==> config.mk <==
export PLATFORM = sky130hd
export DESIGN_NAME = triangle_fetch_unit
export DESIGN_NICKNAME = d
export VERILOG_FILES = /design/src/rtl/triangle_fetch_unit.sv
export SDC_FILE = /design/constraint.sdc
export NUM_CORES = 1
export LEC_CHECK = 0
export ABC_AREA = 1
export ABC_CLOCK_PERIOD_IN_PS = 1900
export CAP_MARGIN = 20
export CORE_ASPECT_RATIO = 0.5
export CORE_MARGIN = 2
export CORE_UTILIZATION = 50
export DETAILED_ROUTE_END_ITERATION = 8
export PLACE_DENSITY = 0.8
export SLEW_MARGIN = 40
export SYNTH_ARGS = -nofsm -noshare
export SYNTH_HDL_FRONTEND = slang
export SYNTH_SLANG_ARGS = --single-unit
==> constraint.sdc <==
create_clock -name clk -period 1.9 [get_ports clk]
set_clock_uncertainty 0.05 [all_clocks]
set_input_delay 0.38 -clock clk [delete_from_list [all_inputs] [get_ports clk]]
set_output_delay 0.38 -clock clk [all_outputs]
set_load 0.02 [all_outputs]
==> src/rtl/triangle_fetch_unit.sv <==
// Walks the vertex ROM from a base address, groups three consecutive vertices into a triangle
// and presents it on a valid/ready handshake, stopping at the end-of-list sentinel.
module triangle_fetch_unit #(
    parameter int unsigned ADDR_W   = 12,
    parameter logic [31:0] SENTINEL = 32'hFFFFFFFF
) (
    input  logic              clk,
    input  logic              sreset,
    input  logic              start,
    input  logic [ADDR_W-1:0] base_addr,
    output logic [ADDR_W-1:0] mem_addr,
    input  logic [95:0]       mem_q,
    output logic              tri_valid,
    input  logic              tri_ready,
    output logic [95:0]       tri_p1,
    output logic [95:0]       tri_p2,
    output logic [95:0]       tri_p3,
    output logic [ADDR_W-1:0] tri_index,
    output logic              busy,
    output logic              done,
    output logic              err
);

    typedef enum logic [2:0] {
        StIdle,
        StAddr,
        StCap1,
        StCap2,
        StCap3,
        StPresent
    } state_e;

    localparam logic [ADDR_W-1:0] AddrMax = '1;

    state_e            state_q, state_d;
    logic [ADDR_W-1:0] mem_addr_q, mem_addr_d;
    logic [ADDR_W-1:0] index_q, index_d;
    logic [95:0]       v1_q, v1_d, v2_q, v2_d;
    logic [95:0]       p1_q, p1_d, p2_q, p2_d, p3_q, p3_d;
    logic              done_q, done_d;
    logic              err_q, err_d;
    logic              is_sentinel;

    assign is_sentinel = (mem_q[95:64] == SENTINEL);

    always_comb begin
        state_d    = state_q;
        mem_addr_d = mem_addr_q;
        index_d    = index_q;
        v1_d       = v1_q;
        v2_d       = v2_q;
        p1_d       = p1_q;
        p2_d       = p2_q;
        p3_d       = p3_q;
        done_d     = 1'b0;
        err_d      = err_q;
        unique case (state_q)
            StIdle: begin
                if (start) begin
                    state_d    = StAddr;
                    mem_addr_d = base_addr;
                    index_d    = '0;
                    err_d      = 1'b0;
                end
            end
            StAddr: begin
                state_d = StCap1;
                // At the top of the ROM the address is held; CAP1 then reports the overflow.
                if (mem_addr_q != AddrMax) begin
                    mem_addr_d = mem_addr_q + 1'b1;
                end
            end
            StCap1: begin
                if (is_sentinel) begin
                    state_d = StIdle;
                    done_d  = 1'b1;
                    err_d   = 1'b0;
                end else if (mem_addr_q == AddrMax) begin
                    state_d = StIdle;
                    done_d  = 1'b1;
                    err_d   = 1'b1;
                end else begin
                    state_d    = StCap2;
                    v1_d       = mem_q;
                    mem_addr_d = mem_addr_q + 1'b1;
                end
            end
            StCap2: begin
                if (is_sentinel) begin
                    state_d = StIdle;
                    done_d  = 1'b1;
                    err_d   = 1'b1;
                end else begin
                    state_d = StCap3;
                    v2_d    = mem_q;
                end
            end
            StCap3: begin
                if (is_sentinel) begin
                    state_d = StIdle;
                    done_d  = 1'b1;
                    err_d   = 1'b1;
                end else begin
                    // Outputs load all at once so a discarded partial triangle never shows.
                    state_d = StPresent;
                    p1_d    = v1_q;
                    p2_d    = v2_q;
                    p3_d    = mem_q;
                end
            end
            StPresent: begin
                if (tri_ready) begin
                    if (index_q != AddrMax) begin
                        index_d = index_q + 1'b1;
                    end
                    if (mem_addr_q == AddrMax) begin
                        state_d = StIdle;
                        done_d  = 1'b1;
                        err_d   = 1'b1;
                    end else begin
                        state_d    = StAddr;
                        mem_addr_d = mem_addr_q + 1'b1;
                    end
                end
            end
            default: state_d = StIdle;
        endcase
    end

    always_ff @(posedge clk) begin
        if (sreset) begin
            state_q    <= StIdle;
            mem_addr_q <= '0;
            index_q    <= '0;
            v1_q       <= '0;
            v2_q       <= '0;
            p1_q       <= '0;
            p2_q       <= '0;
            p3_q       <= '0;
            done_q     <= 1'b0;
            err_q      <= 1'b0;
        end else begin
            state_q    <= state_d;
            mem_addr_q <= mem_addr_d;
            index_q    <= index_d;
            v1_q       <= v1_d;
            v2_q       <= v2_d;
            p1_q       <= p1_d;
            p2_q       <= p2_d;
            p3_q       <= p3_d;
            done_q     <= done_d;
            err_q      <= err_d;
        end
    end

    assign mem_addr  = mem_addr_q;
    assign tri_valid = (state_q == StPresent);
    assign tri_p1    = p1_q;
    assign tri_p2    = p2_q;
    assign tri_p3    = p3_q;
    assign tri_index = index_q;
    assign busy      = (state_q != StIdle);
    assign done      = done_q;
    assign err       = err_q;

endmodule

==> results by group <==
Place
  • GP Congestion: 0.8833
  • Final HPWL DP: 36,630 um
  • Post-Place Worst Slack: -0.8180 ns
  • Placed cells: 3,230
  • Port Buffers: 427

Pwr
  • Lkg Pwr: 11.60 nW
  • Pwr dens: 1197 nW/um2
  • Peak VDD IR: 0.0007037 V

Global route
  • Global Route Usage Sum: 28.04%
  • Pin count of the biggest net entering global routing: 97
  • Antenna violations before repair: 0
  • Total global routing overflow: 0
  • Vias in the first global route: 16,540
  • Global-route wire length before repair: 87,910 um

Synthesis
  • Area of the mapped netlist: 18,590 um2
  • Post-synth top area cell: dfxtp_1
  • FFs w/ async S/R, synth: 0%
  • Synth unique cells: 33
  • Synth warn: 0
  • Ys flop type: dfxtp_1
  • Post-Synthesis Net Count: 2,464
  • Number of synthesized register bits: 509
  • Most frequent cell after synthesis: nor2_1
  • Commonest cells in the netlist: 624 x nor2_1, 509 x dfxtp_1, 371 x o21ai_0
  • Gate Count Post-Synth: 2,350
  • EDFF count, synth: 0
  • Avg Inst Size Synth: 7.912 um2
  • Synth area leaders: dfxtp_1 55%, nor2_1 13%, o21ai_0 10%, a21oi_1 6.0%, o21ai_1 3.1%
  • Register area share after synthesis: 54.80%
  • Top-area cell type share of the netlist area: 54.80%

Final layout
  • Non-filler cells, final: 3,329
  • Layout area overhead: 38.19%
  • Share of cells above drive strength 1: 9.842%
  • Antenna diodes: 0
  • Fin nets: 2,926
  • Finished Core Util: 70.80%

Outcome
  • Status: finished clean

Drt
  • Via/cell ratio: 5.302
  • Drt wl/cell: 17.22 um
  • Pre-Repair DR Iteration Count: 6
  • Antenna viol nets, final: 0
  • Vias: 17,650
  • WL final: 57,330 um
  • DRC Markers: 0
  • DR iter-0 viols: 1,323

Clocking
  • Worst-Skew Late Latency: 0.57 ns
  • Max clock buf depth: 3
  • CTS root buffer: clkbuf_16
  • Clk sinks: 509
  • Clock-pin transition on the worst setup and hold timing paths: 0.07 ns
  • CTS tree: done
  • CTS Hold Buffers Added: 0
  • TritonCTS Buffers: 44
  • H-Tree Depth: 2

Floorplan
  • FP Rows: 49
  • Die width: 276.7 um
  • Initial Util: 51.23%
  • I/O pin total: 428
  • Die area: 38,840 um2
  • Die Y: 140.4 um
  • Core footprint: 36,290 um2

Worst setup path
  • CP startpoint kind: input port
  • Most frequent CP cell: nand2_1
  • Critical path arrival: 2.29 ns
  • CP max FO: 38
  • Worst Setup End Kind: register
  • Slowest-stage cell, CP: clkdlybuf4s50_1
  • Critical Path RT: 2.30 ns
  • CP max stage delay: 0.50 ns
  • CP delay by family, top: buffers and inverters
  • Worst path cell trace: clkdlybuf4s50_1, nand2_1, nor2_1, nand2_1, nor2_4, nand2_4, nand2_8, clkinv_16, buf_16, o21ai_1, a21oi_1
  • CP bufs+invs: 3
  • Crit Path Class: input port to register

Run
  • MaxCap Viol Count: 0

STA
  • Finish-stage setup viols: 0
  • Final setup margin: 0.01169 ns
  • Final Max Tran Viols: 0
  • Least-Margin Pin Slew: 0.3732 ns
  • Fmax: 529.6 MHz
  • RSZ-0062 raised after global routing: yes
  • Slew HR: 74.85%
  • Hold Vio Cnt, Final: 0
  • Minimum clock period: 1.888 ns
  • Final Cycle Share: 99.38%

Hold path
  • Hold Path Class: input port to register
## worst reg2reg max path, cell delays in order, from the launching register on
cell       delay [ns]
dfxtp_2          0.35
ha_4             0.15
nand2_4          0.06
nor2_4           0.12
nand2_2          0.07
nor2_4           0.12
nand2_2          0.08
nand3_4          0.24
buf_12           0.21
clkbuf_16        0.18
o21ai_0          0.08
a21oi_1          0.12
## power by group
group	internal, mW	leakage, nW	switching, mW
clock	5.23	0.732	4.09
sequential	12.3	4.12	0.735
combinational	3.34	6.74	5.04
## cell type report
class / instances / area, um2
inverters: 131 / 526.8
repair buffers: 578 / 5821
multi-input cells: 1547 / 7046
repair inverters: 1 / 11.26
clock buffers: 63 / 1304
flip-flops and latches: 509 / 10200
well taps: 484 / 605.6
clock inverters: 16 / 185.2
fillers: 2798 / 10600
## cell usage in the layout, fill, tap and decap left out, types with 12 or more instances in the layout
master,n
nand3_1,22
buf_12,32
a21oi_1,222
buf_4,91
nand2_1,139
clkdlybuf4s50_1,107
inv_1,120
nor2_1,620
clkbuf_16,49
buf_16,13
buf_6,12
dfxtp_1,503
dlygate4sd2_1,314
o21ai_0,337
o21ai_1,143
## through the flow
step	power, mW	area (um2)	setup TNS (ns)	hold slack, ns
5_1_grt	32.17	25700	-0.7907	0.2562
3_5_place_dp	21.15	23890	-357.55	0.3919
6_report	30.76	25700	0	0.2170
4_1_cts	30.46	25400	-0.01530	0.3866
2_1_floorplan	17.78	18590	0	0.3797
3_3_place_gp	20.93	23890	-338.23	0.3860
## timing repair
item / 4_1_cts / 5_1_grt
gates resized for setup: 350 / 88
endpoints found under the setup margin: 806 / 317
pin swaps: 4 / 9
gates cloned: 10 / 5
setup buffers: 3 / 2
## routing by layer
layer / vias up / wire length, um / GRT usage [%] / part of all wire, %
met4: 0 / 3264 / 15.96 / 5.7
li1: 8586 / - / - / -
met2: 594 / 27830 / 47.82 / 49
met3: 174 / 2878 / 4.204 / 5.0
met1: 8297 / 23360 / 34.27 / 41
met5: - / 0 / 0 / 0
## registers in the layout, indices dropped and copies added (netlist names)
register and count:
tri_p2 96, done 1, tri_index 12, v2_q 96, v1_q 96, tri_p1 96
state_q 3, tri_p3 96, err 1, mem_addr 12
## logic make-up (layout without fill, tap and decap cells)
logic type | after synthesis | count (layout) | share of synthesized area [%]
AND/OR/NAND/NOR | 818 | 818 | 17.11
adder cells (fa/ha/maj) | 2 | 2 | 0.1346
buffers and inverters | 294 | 789 | 8.088
AO/OA/AOI/OAI | 719 | 719 | 19.49
flip-flops | 509 | 509 | 54.80
XOR/XNOR | 8 | 8 | 0.3768
## path summary, 6_finish.rpt
check	slack, ns	to	cells past startpoint	startpoint
worst max-delay path	0.01	tri_p1[53]	11	mem_q[80]
worst min register to register	0.40	tri_p1[22]	2	v1_q[22]
worst min-delay path	0.22	v2_q[68]	4	mem_q[68]
worst max register to register	0.01	v1_q[50]	11	mem_addr[1]
No activity file was read; power rests on OpenSTA's default activity.
